`src/rtl/spike_network.sv`:
```
// rtl/spike_network.sv - round-robin spike arbiter: serial scan of the neuron spike vector,
// one winner broadcast per round with a networkDone pulse and firing statistics.
module spike_network #(
    parameter int NUM_NEURON      = 512,
    parameter int NEURON_ID_WIDTH = 9,
    parameter int TEN_DATA_WIDTH  = 2
) (
    input  logic                                      clk,
    input  logic                                      reset,
    input  logic                                      en,
    input  logic [NEURON_ID_WIDTH-1:0]                active_neuron,
    input  logic                                      req,
    input  logic [NUM_NEURON*TEN_DATA_WIDTH-1:0]      spike_vec,
    output logic [TEN_DATA_WIDTH+NEURON_ID_WIDTH-1:0] spike_bcast,
    output logic                                      networkDone,
    output logic                                      busy,
    output logic [NEURON_ID_WIDTH:0]                  fired_cnt,
    output logic [15:0]                               round_cnt
);
    localparam int SEL_W = $clog2(NUM_NEURON * TEN_DATA_WIDTH);

    typedef enum logic [1:0] {S_IDLE, S_SCAN, S_DONE, S_WAIT_LOW} state_t;

    state_t                                     state_q, state_d;
    logic [NEURON_ID_WIDTH-1:0]                 n_q, n_d;
    logic [NEURON_ID_WIDTH-1:0]                 idx_q, idx_d;
    logic [NEURON_ID_WIDTH-1:0]                 ptr_q, ptr_d;
    logic [NEURON_ID_WIDTH:0]                   scanned_q, scanned_d;
    logic [NEURON_ID_WIDTH:0]                   count_q, count_d;
    logic                                       found_q, found_d;
    logic [NEURON_ID_WIDTH-1:0]                 win_id_q, win_id_d;
    logic [TEN_DATA_WIDTH-1:0]                  win_code_q, win_code_d;
    logic [TEN_DATA_WIDTH+NEURON_ID_WIDTH-1:0]  bcast_q, bcast_d;
    logic [NEURON_ID_WIDTH:0]                   fired_q, fired_d;
    logic [15:0]                                round_q, round_d;

    logic [SEL_W-1:0]          sel;
    logic [TEN_DATA_WIDTH-1:0] code;
    logic                      code_valid;

    assign sel        = SEL_W'(idx_q) * SEL_W'(TEN_DATA_WIDTH);
    assign code       = spike_vec[sel +: TEN_DATA_WIDTH];
    // Code 3 is an invalid encoding and counts as no spike.
    assign code_valid = (code == TEN_DATA_WIDTH'(1)) || (code == TEN_DATA_WIDTH'(2));

    always_comb begin
        state_d    = state_q;
        n_d        = n_q;
        idx_d      = idx_q;
        ptr_d      = ptr_q;
        scanned_d  = scanned_q;
        count_d    = count_q;
        found_d    = found_q;
        win_id_d   = win_id_q;
        win_code_d = win_code_q;
        bcast_d    = bcast_q;
        fired_d    = fired_q;
        round_d    = round_q;
        case (state_q)
            S_IDLE: begin
                if (req) begin
                    n_d        = active_neuron;
                    idx_d      = (ptr_q < active_neuron) ? ptr_q : '0;
                    scanned_d  = '0;
                    count_d    = '0;
                    found_d    = 1'b0;
                    win_id_d   = '0;
                    win_code_d = '0;
                    if (active_neuron == '0) begin
                        state_d = S_DONE;
                        bcast_d = '0;
                        fired_d = '0;
                    end else begin
                        state_d = S_SCAN;
                    end
                end
            end
            S_SCAN: begin
                if (code_valid) begin
                    count_d = count_q + 1'b1;
                    if (!found_q) begin
                        found_d    = 1'b1;
                        win_id_d   = idx_q;
                        win_code_d = code;
                    end
                end
                idx_d     = (idx_q == n_q - 1'b1) ? '0 : idx_q + 1'b1;
                scanned_d = scanned_q + 1'b1;
                // Results are registered on the last scan edge so they are stable throughout DONE.
                if (scanned_q + 1'b1 == {1'b0, n_q}) begin
                    state_d = S_DONE;
                    bcast_d = found_d ? {win_code_d, win_id_d} : '0;
                    fired_d = count_d;
                end
            end
            S_DONE: begin
                if (found_q) begin
                    ptr_d = ({1'b0, win_id_q} + 1'b1 == {1'b0, n_q}) ? '0 : win_id_q + 1'b1;
                end
                round_d = round_q + 16'd1;
                state_d = S_WAIT_LOW;
            end
            S_WAIT_LOW: begin
                if (!req) begin
                    state_d = S_IDLE;
                end
            end
            default: state_d = S_IDLE;
        endcase
    end

    always_ff @(posedge clk or posedge reset) begin
        if (reset) begin
            state_q    <= S_IDLE;
            n_q        <= '0;
            idx_q      <= '0;
            ptr_q      <= '0;
            scanned_q  <= '0;
            count_q    <= '0;
            found_q    <= 1'b0;
            win_id_q   <= '0;
            win_code_q <= '0;
            bcast_q    <= '0;
            fired_q    <= '0;
            round_q    <= '0;
        end else if (en) begin
            state_q    <= state_d;
            n_q        <= n_d;
            idx_q      <= idx_d;
            ptr_q      <= ptr_d;
            scanned_q  <= scanned_d;
            count_q    <= count_d;
            found_q    <= found_d;
            win_id_q   <= win_id_d;
            win_code_q <= win_code_d;
            bcast_q    <= bcast_d;
            fired_q    <= fired_d;
            round_q    <= round_d;
        end
    end

    assign spike_bcast = bcast_q;
    assign fired_cnt   = fired_q;
    assign round_cnt   = round_q;
    assign networkDone = (state_q == S_DONE) && en;
    assign busy        = (state_q != S_IDLE);
endmodule

```
`config.mk`:
```
export PLATFORM = sky130hd
export DESIGN_NAME = spike_network
export DESIGN_NICKNAME = d
export VERILOG_FILES = /design/src/rtl/spike_network.sv
export SDC_FILE = /design/constraint.sdc
export NUM_CORES = 1
export LEC_CHECK = 0
export BUFFER_PORTS_ARGS = -buffer_cell sky130_fd_sc_hd__buf_2
export CORE_AREA = 2 2 414 416
export CTS_CLUSTER_DIAMETER = 100
export DETAILED_ROUTE_END_ITERATION = 10
export DIE_AREA = 0 0 416 418
export PLACE_DENSITY = 0.38
export SYNTH_ARGS = -nofsm -noshare
export SYNTH_HDL_FRONTEND = slang
export SYNTH_SLANG_ARGS = --single-unit
```
`constraint.sdc`:
```
create_clock -name clk -period 11.1 [get_ports clk]
set_clock_uncertainty 0.15 [all_clocks]
set_input_delay 1.11 -clock clk [delete_from_list [all_inputs] [get_ports clk]]
set_output_delay 1.11 -clock clk [all_outputs]
set_load 0.05 [all_outputs]
```
* Yosys cells after proc, flatten, opt, wreduce, memory -nomap -nowiden
Index checks and enable logic that the tools add are counted. Widths: inputs -> output; s select.
Storage, ports and cells: bits in read-only memories 0, memories kept 0, register bits 98, bits in latches 0, memory bits (writable) 0, input port bits 1037, word-level logic and storage cells 80, output and inout port bits 39
Cells by class: shift-type cells 1, bitwise gates (word level) 0, add/sub/neg operators 7, reductions and logical operators 12, div/mod/pow operators 0, equal/unequal tests 12, order comparisons 1, $mul 0, mux-type cells 35
Operators with widths (number):
- $shiftx 1024x11->2 | 1
- $mux 9 | 7
- $pmux 10 s2 | 3
- $mux 10 | 5
- $mux 11 | 4
- $pmux 9 s2 | 2
- $pmux 11 s2 | 1
- $add 10x1->10 const B | 2
- $eq 10x9->1 | 2
- $add 9x1->9 const B | 2
- $add 16x1->16 const B | 1
- $mux 2 | 7
- $add 9x1->10 const B | 1
- $eq 9x9->1 | 1
- $logic_not 9->1 | 1
- $lt 9x9->1 | 1
- $reduce_and 3->1 | 3
- $sub 9x1->9 const B | 1
- $ne 2x2->1 const B | 4
- $pmux 2 s4 | 1
- $eq 2x2->1 const B | 3
- $reduce_and 5->1 | 1
- $eq 2x1->1 const B | 2
- $pmux 2 s2 | 1
- other kinds (8) | 11

* Longest topological paths before layout
word-level depth 8, depth in mapped cells 19, gate-level depth less buffers 11

* Worst setup path before layout
OpenSTA, ideal clock, no wires.
path type input to register, start in spike_vec[802], end reg fired_q[0] (netlist: fired_cnt[0]), data arrival time 3.577 ns, setup time 0.122 ns, buffers on the path 1, data required time 10.828 ns, setup slack 7.252 ns, stages on the path 11, cells stage by stage mux2i_1 -> a221oi_1 -> o21ai_0 -> a221oi_1 -> a2111oi_0 -> or4_1 -> a311oi_4 -> xor2_2 -> buf_2 -> nand2_1 -> a32o_1
Between the ends: longest elaborated chain between the ends 6, elaborated cells between the ends (all ways) 7, those cells by class eq/ne: 2; shift: 1; mux: 3; reduce/logical: 1
Ends and longest elaborated chain:
- start: declaration | line 13 | input logic [NUM_NEURON*TEN_DATA_WIDTH-1:0] spike_vec,
- $shiftx 1024x11->2 * | line 42 | assign code = spike_vec[sel +: TEN_DATA_WIDTH];
- $eq 2x1->1 or $eq 2x2->1 (tied branches) | line 44 | assign code_valid = (code == TEN_DATA_WIDTH'(1)) || (code == TEN_DATA_WIDTH'(2));
- $logic_or 1x1->1 * | line 44
- $mux 10 * | line 79 | if (code_valid) begin
- $mux 10 * | line 90 | if (scanned_q + 1'b1 == {1'b0, n_q}) begin
- $pmux 10 s2 * | line 59 | case (state_q)
- end signal: assignment | line 137 | fired_q <= fired_d;
- end: declaration | line 34 | logic [NEURON_ID_WIDTH:0] fired_q, fired_d;
Mark *: on every way between the ends. The rest lies on a longest branch, timed or not. The select of a mux whose other input is x is not followed. A chain may end at the register's enable or synchronous reset.

* Worst setup path after layout
start reg idx_q[1], end reg count_q[9]
Between the ends: longest elaborated chain between the ends 5, elaborated cells between the ends (all ways) 6, those cells by class eq/ne: 2; shift: 1; mux: 2; reduce/logical: 1
Ends and longest elaborated chain:
- start: declaration | line 26 | logic [NEURON_ID_WIDTH-1:0] idx_q, idx_d;
- start signal: assignment | line 129 | idx_q <= idx_d;
- $shiftx 1024x11->2 * | line 42
- $eq 2x1->1 or $eq 2x2->1 (tied branches) | line 44
- $logic_or 1x1->1 * | line 44
- $mux 10 * | line 79
- $pmux 10 s2 * | line 59
- end signal: assignment | line 132 | count_q <= count_d;
- end: declaration | line 29 | logic [NEURON_ID_WIDTH:0] count_q, count_d;
Mark *: on every way between the ends. The rest lies on a longest branch, timed or not.

==> results.yml <==
clocking:
  clk_latency_ps: 360
  cts_hold_buf: 0
  clock-sinks: 98
  cts_root_buf: "clkbuf_16"
  h-tree-depth: 3
  cts_made_buffers: 9
  cts_setup_buffers: 0
  cts_tree: "built"
  clk_pin_slew_ps: 70
  max-clock-path-buffers: 2
  cts_resized: 0
logic_synthesis:
  synth_area_leaders: "mux4_2 25%, dfrtp_1 17%, mux2i_1 15%"
  synthCells: 1482
  synth_ff_type: "dfrtp_1"
  syn-num-nets: 2537
  async_flop_share_pct: 100
  syn-cell-area_um2: 14400
  synth_top_area_share_pct: 24.8
  seq_area_frac_synth_pct: 17.1
  synthTopCellsByCount: "218 x mux2i_1, 158 x mux4_2, 148 x nand2_1"
  yosys.area.top_type: "mux4_2"
  ys_ff_latch: 98
  synth_edf_count: 0
  synth.distinct_cells: 70
  synth.most_common_cell: "mux2i_1"
  syn_avg_cell_area_um2: 9.70
  ys_warn_count: 0
grt:
  antenna_found_initial: 36
  grt_first_pass_wirelength_um: 157000
  grt_util_all_layers_pct: 13.0
  grt_pass1_vias: 18300
  grt_start_max_net_pins: 117
  overflow: 0
worst_setup_path:
  cp_num_buf_inv: 2
  startpoint: "idx_q[1]"
  critical_path_class: "register to register"
  critPathTopFamily: "compound AO/OA/AOI/OAI gates"
  critical_path.max_stage_delay_ps: 790
  required_ps: 11250
  r2r-start: "idx_q[1]"
  cp_slowest_cell: "a221oi_1"
  cp-start-kind: "register"
  rr_worst_depth: 12
  end_kind: "register"
  path_cells: "buf_4 -> nor2_4 -> a221oi_1 -> o21ai_1 -> a221oi_1 -> a2111oi_0 -> or4_1 -> a311oi_4 -> xnor2_2 -> buf_4 -> or4_1 -> nand3_1"
  crit_fanout: 53
  reg2reg_to: "count_q[9]"
  reg2reg_setup_slack_ps: 4910
  arrival_ps: 6340
route:
  wl_per_cell_um: 25.2
  antenna_left: 0
  first_pass_iters: 5
  drc_errors: 0
  wirelength_um: 118000
  vias: 17700
  vias_per_cell: 3.77
  drt-initial-drc-count: 1150
final_layout:
  multi_input_area_um2: 11000
  fin_nets: 3511
  area_delta_synth_final_pct: 56.8
  regArea_um2: 2470
  drive_gt1_share_pct: 54.0
  stdcell_area_um2: 22500
  fillerInstances: 19400
  postLayoutCoreUtil_pct: 13.3
floorplanning:
  coreArea_um2: 169000
  die_h_um: 418
  num_rows: 151
  ioPinCount: 1076
  dieArea_um2: 174000
  initial_utilization_pct: 8.50
  die_w_um: 416
timing:
  max_freq_mhz: 162
  fin_crit_sh_pct: 55.8
  slew_violations: 0
  worst_slack_ps: 4910
  min_period_ps: 6190
  finalSetupViolCount: 0
  hold_viol: 0
  max_slew_margin_pct: 17.5
  finalSetupTns_ps: 0
  rsz0062_at_grt: "false"
  tightest_slew_ps: 1230
job:
  max-cap-violations: 0
hold_path:
  hold_path.class: "register to register"
  holdPathStages: 1
  hold_end: "round_cnt[15]"
  min_from: "round_cnt[15]"
placement:
  dp_hpwl_um: 99500
  placement.io_buffers: 1075
  place.gp.congestion: 0.907
  dpl_worst_slack_ps: 4130
  placed_area_um2: 22200
power:
  pwr-share-clk_pct: 6.7
  ir_worst_vdd_v: 0.000433
  power.switching_uw: 3300
  p_seq_share_pct: 13.8
  power_density_nw_per_um2: 249
  p_leak_uw: 0.0101
  pwr-share-comb_pct: 79.5
  swShare_pct: 58.7
  p_int_uw: 2320
outcome:
  status: "completed"
==> kinds of logic after synthesis <==
logic type | synth area share, %
simple gates | 10.5
buf+inv | 6.82
flops | 17.1
mux | 41.1
xor+xnor | 3.40
fa+ha+maj | 1.57
compound gates | 19.5
==> per-stage QoR <==
stage | hold slack [ps] | std cells | total power, uW
floorplan | 309 | 1482 | 3470
global placement | 306 | 4660 | 5390
detailed placement | 311 | 4663 | 5400
CTS | 325 | 4679 | 5800
global route | 353 | 4682 | 6030
finish | 323 | 4697 | 5620
==> power groups by stage <==
stage / clock network (uW) / logic [uW] / registers (uW)
2_1_floorplan: 0 / 2790 / 681
3_3_place_gp: 0 / 4600 / 792
3_5_place_dp: 0 / 4610 / 795
4_1_cts: 388 / 4620 / 789
5_1_grt: 400 / 4820 / 807
6_report: 375 / 4470 / 776
==> cell type report <==
class | instances | area share [%]
diodes | 18 | 0.200
clock buffers | 9 | 0.999
clock inverters | 7 | 0.522
inverters | 32 | 0.549
multi-input cells | 1196 | 49.0
flip-flops and latches | 98 | 11.0
well taps | 2218 | 12.3
repair buffers | 1119 | 25.5
==> how the worst max path moves through the flow <==
stage / to / slack [ps] / cells past startpoint
6_report: count_q[9] / 4910 / 12
3_5_place_dp: win_id_q[2] / 4130 / 12
2_1_floorplan: fired_cnt[0] / 7250 / 11
3_3_place_gp: count_q[9] / 3680 / 12
5_1_grt: win_id_q[3] / 4260 / 12
4_1_cts: count_q[9] / 4100 / 12
==> state kept, by name (all words and copies together) (netlist names), 10 cells and up <==
name,count
count_q,10
fired_cnt,10
round_cnt,16
scanned_q,10
spike_bcast,11
==> placed cells by master, fill, tap and decap left out, types with 7 or more instances in the layout <==
master     synthesis  layout
buf_2             18    1075
mux2i_1          218     218
mux4_2           158     158
nand2_1          148     147
o21ai_0           92      92
dfrtp_1           98      91
a21oi_1           75      75
nand3_1           49      48
buf_4             16      41
nor2_1            35      34
a211oi_1          32      32
o221ai_1          31      31
o22ai_1           31      31
xnor2_1           31      30
inv_1             30      29
a221oi_1          30      29
xor2_1            23      23
diode_2            0      18
nand4_1           18      18
ha_1              18      18
a211o_1           14      14
o211ai_1          13      13
o21a_1            12      12
nor3_1            11      11
and3_1            10      10
o311ai_1          10      10
o21ai_1            9       9
nor4_1             9       9
or3_1              9       9
clkbuf_16          0       9
a22oi_1            8       8
a31oi_1            8       8
and2_1             6       7
==> layer usage <==
metal  up-vias  part of all wire, %  global-route usage [%]
met5         -                0.086                       0
met4        16                  2.1                    2.90
met3       112                  5.6                    1.78
met2       800                   50                    23.0
met1      8873                   42                    16.7
li1       7896                    -                       -
Power figures use the tool's default switching activity.
